### src/rtl/divider_4_seq.sv
// divider_4_seq: 4-bit unsigned sequential divider by repeated subtraction.
// Ports:
//   i_CLK        clock; all state updates on its rising edge
//   i_RST        synchronous active-high reset
//   i_Start      division request, accepted only in IDLE
//   i_Dividend   4-bit unsigned dividend, sampled on the accepting edge
//   i_Divisor    4-bit unsigned divisor, sampled on the accepting edge
//   o_Busy       high while the subtraction loop runs (CALC)
//   o_Done       one-cycle completion pulse (DONE)
//   o_DivZero    last accepted request had a zero divisor
//   o_Quotient   registered quotient (4'hF on divide-by-zero)
//   o_Remainder  registered remainder (dividend on divide-by-zero)
module divider_4_seq (
    input  logic       i_CLK,
    input  logic       i_RST,
    input  logic       i_Start,
    input  logic [3:0] i_Dividend,
    input  logic [3:0] i_Divisor,
    output logic       o_Busy,
    output logic       o_Done,
    output logic       o_DivZero,
    output logic [3:0] o_Quotient,
    output logic [3:0] o_Remainder
);

    localparam logic [1:0] S_IDLE = 2'd0;
    localparam logic [1:0] S_CALC = 2'd1;
    localparam logic [1:0] S_DONE = 2'd2;

    logic [1:0] state_q, state_d;
    logic [3:0] rem_q, rem_d;
    logic [3:0] quo_q, quo_d;
    logic [3:0] div_q, div_d;
    logic       dz_q, dz_d;

    // Bit 4 of the widened difference is the borrow: set means R < D.
    logic [4:0] diff;
    logic       borrow;

    assign diff   = {1'b0, rem_q} - {1'b0, div_q};
    assign borrow = diff[4];

    always_comb begin
        state_d = state_q;
        rem_d   = rem_q;
        quo_d   = quo_q;
        div_d   = div_q;
        dz_d    = dz_q;
        case (state_q)
            S_IDLE: begin
                if (i_Start) begin
                    div_d = i_Divisor;
                    rem_d = i_Dividend;
                    quo_d = 4'd0;
                    dz_d  = 1'b0;
                    if (i_Divisor == 4'd0) begin
                        state_d = S_DONE;
                        dz_d    = 1'b1;
                        quo_d   = 4'hF;
                    end else begin
                        state_d = S_CALC;
                    end
                end
            end
            S_CALC: begin
                // Quotient cannot exceed 15 here, so the increment never wraps.
                if (!borrow) begin
                    rem_d = diff[3:0];
                    quo_d = quo_q + 4'd1;
                end else begin
                    state_d = S_DONE;
                end
            end
            S_DONE: begin
                state_d = S_IDLE;
            end
            default: begin
                state_d = S_IDLE;
            end
        endcase
    end

    always_ff @(posedge i_CLK) begin
        if (i_RST) begin
            state_q <= S_IDLE;
            rem_q   <= 4'd0;
            quo_q   <= 4'd0;
            div_q   <= 4'd0;
            dz_q    <= 1'b0;
        end else begin
            state_q <= state_d;
            rem_q   <= rem_d;
            quo_q   <= quo_d;
            div_q   <= div_d;
            dz_q    <= dz_d;
        end
    end

    assign o_Busy      = (state_q == S_CALC);
    assign o_Done      = (state_q == S_DONE);
    assign o_DivZero   = dz_q;
    assign o_Quotient  = quo_q;
    assign o_Remainder = rem_q;

endmodule

### config.mk
export PLATFORM = sky130hd
export DESIGN_NAME = divider_4_seq
export DESIGN_NICKNAME = d
export VERILOG_FILES = /design/src/rtl/divider_4_seq.sv
export SDC_FILE = /design/constraint.sdc
export NUM_CORES = 1
export LEC_CHECK = 0
export CORE_MARGIN = 2
export CORE_UTILIZATION = 55
export CTS_CLUSTER_SIZE = 40
export DETAILED_ROUTE_END_ITERATION = 10
export DONT_BUFFER_PORTS = 1
export GPL_ROUTABILITY_DRIVEN = 1
export HOLD_SLACK_MARGIN = 0.12
export PLACE_DENSITY = 0.77
export SLEW_MARGIN = 10
export SYNTH_ARGS = -nofsm -noshare
export SYNTH_HDL_FRONTEND = slang
export SYNTH_SLANG_ARGS = --single-unit
### constraint.sdc
create_clock -name i_CLK -period 2.1 [get_ports i_CLK]
set_input_delay 0.21 -clock i_CLK [delete_from_list [all_inputs] [get_ports i_CLK]]
set_output_delay 0.21 -clock i_CLK [all_outputs]
set_load 0.01 [all_outputs]
== Word-level counts from Yosys, hierarchy flattened ==
Index checks and enable logic that the tools add are counted.
Storage, ports and cells
  word-level logic and storage cells: 30
  output and inout bits: 11
  register bits after elaboration: 15
  input port bits: 11
Operators by class
  muxes and demuxes: 12
  reduce and logical (&&, ||, !) cells: 6
  equality and inequality tests: 5
  add/sub/neg operators: 2
Operators by type and width (number)
  $mux 4: 5
  $pmux 4 s2: 2
  $mux 2: 3
  $sub 4x4->5: 1
  $add 4x1->4 const B: 1
  $logic_not 4->1: 1
  $ne 2x2->1 const B: 2
  $pmux 2 s2: 1
  $reduce_and 2->1: 2
  $reduce_and 3->1: 1
  $eq 2x1->1 const B: 1
  $eq 2x2->1 const B: 1
  $logic_not 2->1: 1
  $ne 2x1->1 const B: 1
  $reduce_bool 2->1: 1
  $mux 1: 1

== Logic depth before layout (Yosys ltp) ==
Gate-level depths: netlist of run 1.
  depth after elaboration: 4
  depth in mapped cells: 7

== Least setup slack after synthesis of run 1 ==
OpenSTA, ideal clock, no wires.
  kind: flip-flop to flip-flop
  from: register rem_q[0] (netlist: o_Remainder[0])
  to: register quo_q[1] (netlist: o_Quotient[1])
  path slack: 180 ps
  stages on the path, launching flop included: 8
  buffers on the path: 0
  arrival time: 1829 ps
  period minus slack after synthesis: 1920 ps
  cell sequence: dfxtp_1 -> inv_1 -> ha_1 -> fa_1 -> nand2b_1 -> a211oi_4 -> nor3_1 -> a311oi_1
On the way
  cells in the longest elaborated chain, start to end: 3
Ends and longest elaborated chain
  start, declared: RTL line 31  | logic [3:0] rem_q, rem_d;
  start signal, assigned: RTL line 92  | rem_q <= rem_d;
  $sub 4x4->5: RTL line 40  | assign diff = {1'b0, rem_q} - {1'b0, div_q};
  $ne 2x2->1 (no line)
  $reduce_and 3->1 (no line)
  end signal, assigned: RTL line 93  | quo_q <= quo_d;
  end, declared: RTL line 32  | logic [3:0] quo_q, quo_d;
Every way passes these cells.
A chain may end at the register's enable or synchronous reset.

== Final worst setup path of run 1 ==
  from: register rem_q[0] (netlist: o_Remainder[0])
  to: register quo_q[3] (netlist: o_Quotient[3])
Same word-level chain as after synthesis.

==> out/results.md, run 1 <==
| Step | Metric | Value |
| --- | --- | --- |
| clocking | Clock Path Buffers | 2 |
| yosys | Number of library cell types mapped by synthesis | 35 |
| clocking | Clock tree from TritonCTS | yes |
| placement | Placement-stage worst setup slack | 11.78 ps |
| power | Power Internal | 533.1 uW |
| sta | Number of setup violations in the final report | 0 |
| sta | Max Clk Rate | 0.4953 GHz |
| cells and area | End-of-flow core utilization | 65.65% |
| placement | DP HPWL | 1.413 mm |
| detailed routing | DRT Wirelength | 2.091 mm |
| worst setup path | Data arrival time of the critical path | 2210 ps |
| sta | Max Slew Vio Count | 0 |
| clocking | Sinks on Clock Net | 15 |
| power | Logic gate share of total power | 37.7% |
| power | Final total power | 860.8 uW |
| hold path | Kind of path behind the tightest hold check | in -> reg |
| sta | Final critical delay including setup and external delays | 2019 ps |
| sta | Worst slew margin relative to its limit | 51.39% |
| detailed routing | Per-cell routed wire length | 16.60 um |
| clocking | Number of clock buffers inserted by TritonCTS | 3 |
| cells and area | Diode count | 0 |
| cells and area | Layout cell share with drive strength beyond 1 | 13.64% |
| sta | Largest clock skew in the final design | 3.025 ps |
| power | Portion of total power attributed to the clock network | 19.5% |
| placement | PortBufs | 0 |
| clocking | CTS H-tree lvls | 1 |
| yosys | Yosys warns | 0 |
| detailed routing | TritonRoute pass-1 iters | 4 |
| power | Power density over cell area | 891.2 mW/mm^2 |
| yosys | Total standard cell area after synthesis | 839.6 um^2 |
| power | IR Drop Worst-Case VDD | 0.0005938 V |
| global routing | Met1 usage | 29.26% |
| power | LEAKAGE | 0.0003898 uW |
| sta | Transition time at the pin with the least slew margin | 722.5 ps |
| yosys | Fraction of the yosys area taken by sequential cells | 35.77% |
| placement | GPL Wtd Cong | 0.8435 |
| worst setup path | CP Class | reg -> reg |
| yosys | Syn avg cell area | 8.567 um^2 |
| floorplan | Top-Level Pins | 22 |
| status | Run status | finished clean |
| cells and area | Area Growth Syn to Fin | 15.05% |
| worst setup path | Endpoint required time on the critical path | 2290 ps |
| power | Share of total power consumed by net switching | 38.08% |
| clocking | Clk Latency, worst-skew pair | 290 ps |
| cells and area | Final standard cell count with taps included and fillers excluded | 126 |
| detailed routing | Drt first-iter violations | 36 |
| clocking | Clock root buffer master | sky130_fd_sc_hd__clkbuf_4 |
| floorplan | Die Outline Area | 0.001855 mm^2 |
| worst setup path | Element type at the critical path end | flip-flop |
| clocking | Clk pin slew, worst setup/hold paths | 90 ps |
| floorplan | Initial core utilization | 57.06% |
| placement | Cell total after placement | 113 |
| floorplan | Vertical die dimension | 43.07 um |
| flow run | Number of maximum-capacitance constraint violations | 0 |
| global routing | Met3 track utilization from global routing | 8.936% |
| yosys | Cell count after synthesis | 98 |
| global routing | GRT Max-Usage Layer | met2 |
| worst setup path | Peak fanout along the critical path | 6 |
| sta | Tcrit/Tclk final | 96.14% |
| global routing | Met2 demand-to-capacity share in global routing | 38.48% |
| floorplan | Die boundary width | 43.07 um |
| worst setup path | Critical Path Start Type | flip-flop |
| floorplan | Site Rows | 14 |
| global routing | Overall Global Routing Usage | 25.09% |
| floorplan | Floorplan core area | 0.001471 mm^2 |
| global routing | Vias in the first global route | 777 |
| detailed routing | Post-route antenna net violation count | 0 |
| power | Sequential cell fraction of total power | 42.8% |
| power | NetSw | 327.8 uW |
| global routing | Antenna violations before repair | 0 |
| detailed routing | Drc violations | 0 |
| detailed routing | Vias | 802 |
| yosys | Yosys reg bits | 15 |
| sta | Total count of hold-check failures in the final report | 0 |
| placement | Area after DPL | 848.3 um^2 |
| global routing | Wire length of the first global-routing pass | 3.360 mm |
| sta | Crit path setup slack, layout | 80.99 ps |
| global routing | Largest net degree at the start of global routing | 16 |
| cells and area | Final Net Count | 128 |
| cells and area | Post-Layout Inst Area | 965.9 um^2 |
| global routing | Total global routing overflow | 0 |
| yosys | Net count after synthesis | 115 |
| detailed routing | Drt via density | 6.365 |
==> cell usage after synthesis <==
master	instances	share of area, %
sky130_fd_sc_hd__dfxtp_1	15	36
sky130_fd_sc_hd__nand2_1	14	6.3
sky130_fd_sc_hd__nor2_1	9	4.0
sky130_fd_sc_hd__a21oi_1	8	4.8
sky130_fd_sc_hd__nor3_1	7	4.2
sky130_fd_sc_hd__inv_1	6	2.7
sky130_fd_sc_hd__ha_1	5	7.5
sky130_fd_sc_hd__nand3_1	3	1.8
sky130_fd_sc_hd__a311oi_1	2	2.1
sky130_fd_sc_hd__a31oi_1	2	1.5
sky130_fd_sc_hd__buf_6	2	2.7
sky130_fd_sc_hd__nand2b_1	2	1.5
sky130_fd_sc_hd__a211o_2	1	1.2
sky130_fd_sc_hd__a211oi_1	1	0.89
sky130_fd_sc_hd__a211oi_4	1	2.4
sky130_fd_sc_hd__a221oi_1	1	1.0
sky130_fd_sc_hd__and2_1	1	0.75
sky130_fd_sc_hd__and2b_2	1	1.0
sky130_fd_sc_hd__and3_1	1	0.75
sky130_fd_sc_hd__clkbuf_1	1	0.45
sky130_fd_sc_hd__fa_1	1	2.4
sky130_fd_sc_hd__mux2i_1	1	1.2
sky130_fd_sc_hd__nand3b_1	1	0.89
sky130_fd_sc_hd__nand4b_1	1	1.0
sky130_fd_sc_hd__nor2b_1	1	0.75
sky130_fd_sc_hd__nor3b_1	1	0.89
sky130_fd_sc_hd__nor3b_2	1	1.5
sky130_fd_sc_hd__nor4_1	1	0.75
sky130_fd_sc_hd__o211a_1	1	1.2
sky130_fd_sc_hd__o21a_1	1	0.89
sky130_fd_sc_hd__o221a_2	1	1.3
sky130_fd_sc_hd__o221ai_1	1	1.0
sky130_fd_sc_hd__or2b_1	1	0.89
sky130_fd_sc_hd__or3b_1	1	1.0
sky130_fd_sc_hd__xnor2_1	1	1.0
==> final timing paths <==
check / from / to / slack, ps / cells past startpoint
worst max-delay path: o_Remainder[0] / o_Quotient[3] / 80 / 8
worst min-delay path: i_Dividend[1] / o_Remainder[1] / 140 / 2
worst max register to register: o_Remainder[0] / o_Quotient[3] / 80 / 8
worst min register to register: div_q[3] / div_q[3] / 460 / 2
==> power by group through the flow <==
stage | sequential [uW] | combinational, uW | clock (uW)
3_5_place_dp | 374 | 280 | 0
6_report | 368 | 325 | 168
4_1_cts | 367 | 307 | 173
2_1_floorplan | 370 | 226 | 0
3_3_place_gp | 372 | 270 | 0
5_1_grt | 374 | 354 | 182
==> cells in the final DEF, fill, tap and decap left out, types with 2 or more instances in the layout <==
master and n:
sky130_fd_sc_hd__dlygate4sd3_1 6, sky130_fd_sc_hd__a311oi_1 2, sky130_fd_sc_hd__ha_1 5, sky130_fd_sc_hd__buf_4 5, sky130_fd_sc_hd__clkbuf_4 3, sky130_fd_sc_hd__inv_1 6
sky130_fd_sc_hd__a21oi_1 8, sky130_fd_sc_hd__nor3_1 7, sky130_fd_sc_hd__nand3_1 3, sky130_fd_sc_hd__dfxtp_1 15, sky130_fd_sc_hd__nand2_1 14, sky130_fd_sc_hd__nor2_1 9
sky130_fd_sc_hd__a31oi_1 2
==> layout make-up <==
type | count | area [um^2]
Timing Repair Buffer | 11 | 97.59
Inverter | 6 | 22.52
Sequential cell | 15 | 300.3
Multi-Input combinational cell | 74 | 498.0
Tap cell | 16 | 20.02
Fill cell | 126 | 505.5
Clock buffer | 3 | 22.52
Clock inverter | 1 | 5.005
==> registers in the layout, indices dropped and copies added (netlist names) <==
name	count
div_q	4
o_Remainder	4
o_Quotient	4
o_DivZero	1
state_q	2
==> cells by family (layout without fill, tap and decap cells) <==
family | count (synthesis) | count (layout) | synth area share [%]
muxes | 1 | 1 | 1.192
DFF | 15 | 15 | 35.77
AOI/OAI and AO/OA | 20 | 20 | 18.33
adders and majority gates | 6 | 6 | 9.836
buffers and inverters | 9 | 21 | 5.811
xor gates and xnor gates | 1 | 1 | 1.043
and+or+nand+nor | 46 | 46 | 28.02
==> critical path, stage by stage (launching register included) <==
cell and delay (ps):
sky130_fd_sc_hd__dfxtp_1 350, sky130_fd_sc_hd__inv_1 50, sky130_fd_sc_hd__ha_1 230, sky130_fd_sc_hd__fa_1 400
sky130_fd_sc_hd__nand2b_4 180, sky130_fd_sc_hd__a211oi_4 340, sky130_fd_sc_hd__buf_4 190, sky130_fd_sc_hd__nand3_1 70
sky130_fd_sc_hd__o211a_1 120
==> layer usage <==
metal | routed length, um | part of all wire [%]
met5 | 0 | 0
met4 | 83 | 4.0
met3 | 242 | 12
met2 | 955 | 46
met1 | 809 | 39
==> per-stage QoR <==
step,hold WS (ps),setup TNS [ps]
after floorplan,282.1,0
after global placement,281.3,0
after detailed placement,282.9,0
after CTS,138.1,0
after global routing,162.4,-8.165
final,141.7,0
==> what timing repair did <==
action	in CTS	in global routing
pin swaps	1	2
cloned	0	0
setup endpoints to repair	1	7
hold endpoints to repair	15	0
gates resized for setup	1	1
setup buffers	2	1
hold buffers	6	0
(Power assumes the default switching activity.)
==> run 2: changes to the inputs <==
--- a/config.mk
+++ b/config.mk
@@ -5,14 +5,16 @@
 export SDC_FILE = /design/constraint.sdc
 export NUM_CORES = 1
 export LEC_CHECK = 0
+export BUFFER_PORTS_ARGS = -buffer_cell sky130_fd_sc_hd__clkbuf_2
 export CORE_MARGIN = 2
-export CORE_UTILIZATION = 55
+export CORE_UTILIZATION = 50
+export CTS_CLUSTER_DIAMETER = 80
 export CTS_CLUSTER_SIZE = 40
 export DETAILED_ROUTE_END_ITERATION = 10
-export DONT_BUFFER_PORTS = 1
 export GPL_ROUTABILITY_DRIVEN = 1
 export HOLD_SLACK_MARGIN = 0.12
-export PLACE_DENSITY = 0.77
+export PLACE_DENSITY = 0.83
+export RECOVER_POWER = 25
 export SLEW_MARGIN = 10
 export SYNTH_ARGS = -nofsm -noshare
 export SYNTH_HDL_FRONTEND = slang
==> out/results.md, run 2 (synthesized netlist as in run 1, its figures left out) <==
| Step | Metric | Value |
| --- | --- | --- |
| status | Run status | finished clean |
| cells and area | Final Net Count | 141 |
| floorplan | Vertical die dimension | 44.98 um |
| sta | Max Slew Vio Count | 0 |
| detailed routing | TritonRoute pass-1 iters | 4 |
| floorplan | Die Outline Area | 0.002023 mm^2 |
| cells and area | Footprint of the multi-input gates | 498.0 um^2 |
| power | IR Drop Worst-Case VDD | 0.0004574 V |
| clocking | Clk pin slew, worst setup/hold paths | 90 ps |
| placement | DP HPWL | 1.482 mm |
| clocking | Clock Path Buffers | 2 |
| placement | PortBufs | 21 |
| cells and area | Storage element area | 300.3 um^2 |
| floorplan | Floorplan core area | 0.001541 mm^2 |
| sta | Total count of hold-check failures in the final report | 0 |
| global routing | Overall Global Routing Usage | 23.34% |
| global routing | Vias in the first global route | 735 |
| clocking | Total of hold buffers inserted after clock tree synthesis | 0 |
| detailed routing | Drt first-iter violations | 59 |
| sta | Unrepaired setup endpoints after global routing | no |
| sta | Transition time at the pin with the least slew margin | 580.6 ps |
| worst setup path | Peak fanout along the critical path | 8 |
| global routing | Antenna violations before repair | 0 |
| placement | GPL Wtd Cong | 0.8241 |
| sta | Tcrit/Tclk final | 99.15% |
| worst setup path | Endpoint required time on the critical path | 2280 ps |
| detailed routing | Vias | 885 |
| worst setup path | Critical Path Start Type | flip-flop |
| power | Final total power | 877.9 uW |
| worst setup path | CP Class | reg -> reg |
| floorplan | Die boundary width | 44.98 um |
| global routing | Largest net degree at the start of global routing | 16 |
| clocking | CTS H-tree lvls | 1 |
| sta | Final critical delay including setup and external delays | 2082 ps |
| cells and area | Commonest cells after routing, fill and taps aside | sky130_fd_sc_hd__dfxtp_1 (15), sky130_fd_sc_hd__clkbuf_2 (15), sky130_fd_sc_hd__nand2_1 (14) |
| clocking | Sinks on Clock Net | 15 |
| sta | Worst slew margin relative to its limit | 61.13% |
| worst setup path | Critical Path, Cell by Cell | inv_1, ha_1, fa_1, nand2b_4, a211oi_4, buf_6, nor3_1, a311oi_1 |
| flow run | Number of maximum-capacitance constraint violations | 0 |
| power | Power density over cell area | 885.9 mW/mm^2 |
| clocking | Number of clock buffers inserted by TritonCTS | 3 |
| cells and area | Area Growth Syn to Fin | 18.03% |
| cells and area | Number of fillers in the final layout | 145 |
| power | LEAKAGE | 0.0004232 uW |
| detailed routing | Drc violations | 0 |
| worst setup path | Critical path's slowest cell | sky130_fd_sc_hd__fa_1 |
| detailed routing | Drt via density | 6.367 |
| cells and area | Diode count | 0 |
| sta | Max Clk Rate | 0.4803 GHz |
| floorplan | Top-Level Pins | 22 |
| floorplan | Site Rows | 14 |
| global routing | Total global routing overflow | 0 |
| hold path | Kind of path behind the tightest hold check | in -> reg |
| worst setup path | Data arrival time of the critical path | 2270 ps |
| clocking | Clock tree from TritonCTS | yes |
| floorplan | Initial core utilization | 54.46% |
| global routing | Wire length of the first global-routing pass | 3.491 mm |
| sta | Number of setup violations in the final report | 0 |
| clocking | Clock root buffer master | sky130_fd_sc_hd__clkbuf_4 |
| detailed routing | Per-cell routed wire length | 15.17 um |
| worst setup path | Setup slack of the most critical reg-to-reg path | 20 ps |
| cells and area | Layout cell share with drive strength beyond 1 | 21.95% |
| worst setup path | Element type at the critical path end | flip-flop |
| detailed routing | Post-route antenna net violation count | 0 |
| clocking | Clk Latency, worst-skew pair | 280 ps |
| sta | Fin Setup TNS | 0 ps |
| detailed routing | DRT Wirelength | 2.108 mm |
| worst setup path | Slowest stage delay, CP | 420 ps |
| sta | Largest clock skew in the final design | 5.828 ps |
[run 2: metrics by stage]
step / util [%] / cells / hold slack [ps] / cell area [um^2] / setup WS (ps)
3_5_place_dp: 61.85 / 134 / 451.5 / 953.4 / 6.684
2_1_floorplan: - / 98 / 282.1 / 839.6 / 180.0
4_1_cts: 64.45 / 139 / 158.1 / 993.5 / 9.313
5_1_grt: 64.29 / 139 / 168.8 / 991.0 / 14.00
6_report: 64.29 / 139 / 161.9 / 991.0 / 17.85
3_3_place_gp: 61.85 / 134 / 447.1 / 953.4 / 152.2
[run 2: repair_timing]
action,CTS,global route
pin swaps,1,3
buffers inserted,1,0
endpoints found under the setup margin,2,6
resized for setup,2,1
[run 2: area by class of cell]
cell class / count / area share (%)
Tap cell: 16 / 2.020
Multi-Input combinational cell: 74 / 50.25
Sequential cell: 15 / 30.30
Inverter: 6 / 2.273
Timing Repair Buffer: 24 / 12.50
Clock buffer: 4 / 2.652
[run 2: worst max-delay path, delay by kind of cell, from the launching register on]
| kind | cells | cell delay (ps) |
|---|---|---|
| buffers and inverters | 2 | 210 |
| AND/OR/NAND/NOR | 2 | 250 |
| adder cells (fa/ha/maj) | 2 | 650 |
| flip-flops | 1 | 360 |
| AO/OA/AOI/OAI | 2 | 510 |
[run 2: worst paths after layout]
kind              cells past startpoint        endpoint           start
setup / recovery                      8  o_Remainder[2]  o_Remainder[0]
hold reg to reg                       2        div_q[3]        div_q[3]
setup reg to reg                      8  o_Remainder[2]  o_Remainder[0]
hold / removal                        3        div_q[2]    i_Divisor[2]
[run 2: power by group]
group | internal [uW] | switching, uW
Clock | 73.7 | 95.5
Combinational | 147 | 206
Sequential | 322 | 33.4
[run 2: routing by layer]
metal  track usage, %  vias to the layer above  part of all wire, %
met5                0                        -                    0
met4            8.235                        0                  3.3
met3            2.800                       19                  9.1
met2            36.00                       72                   46
met1            33.58                      392                   42
li1                 -                      402                    -
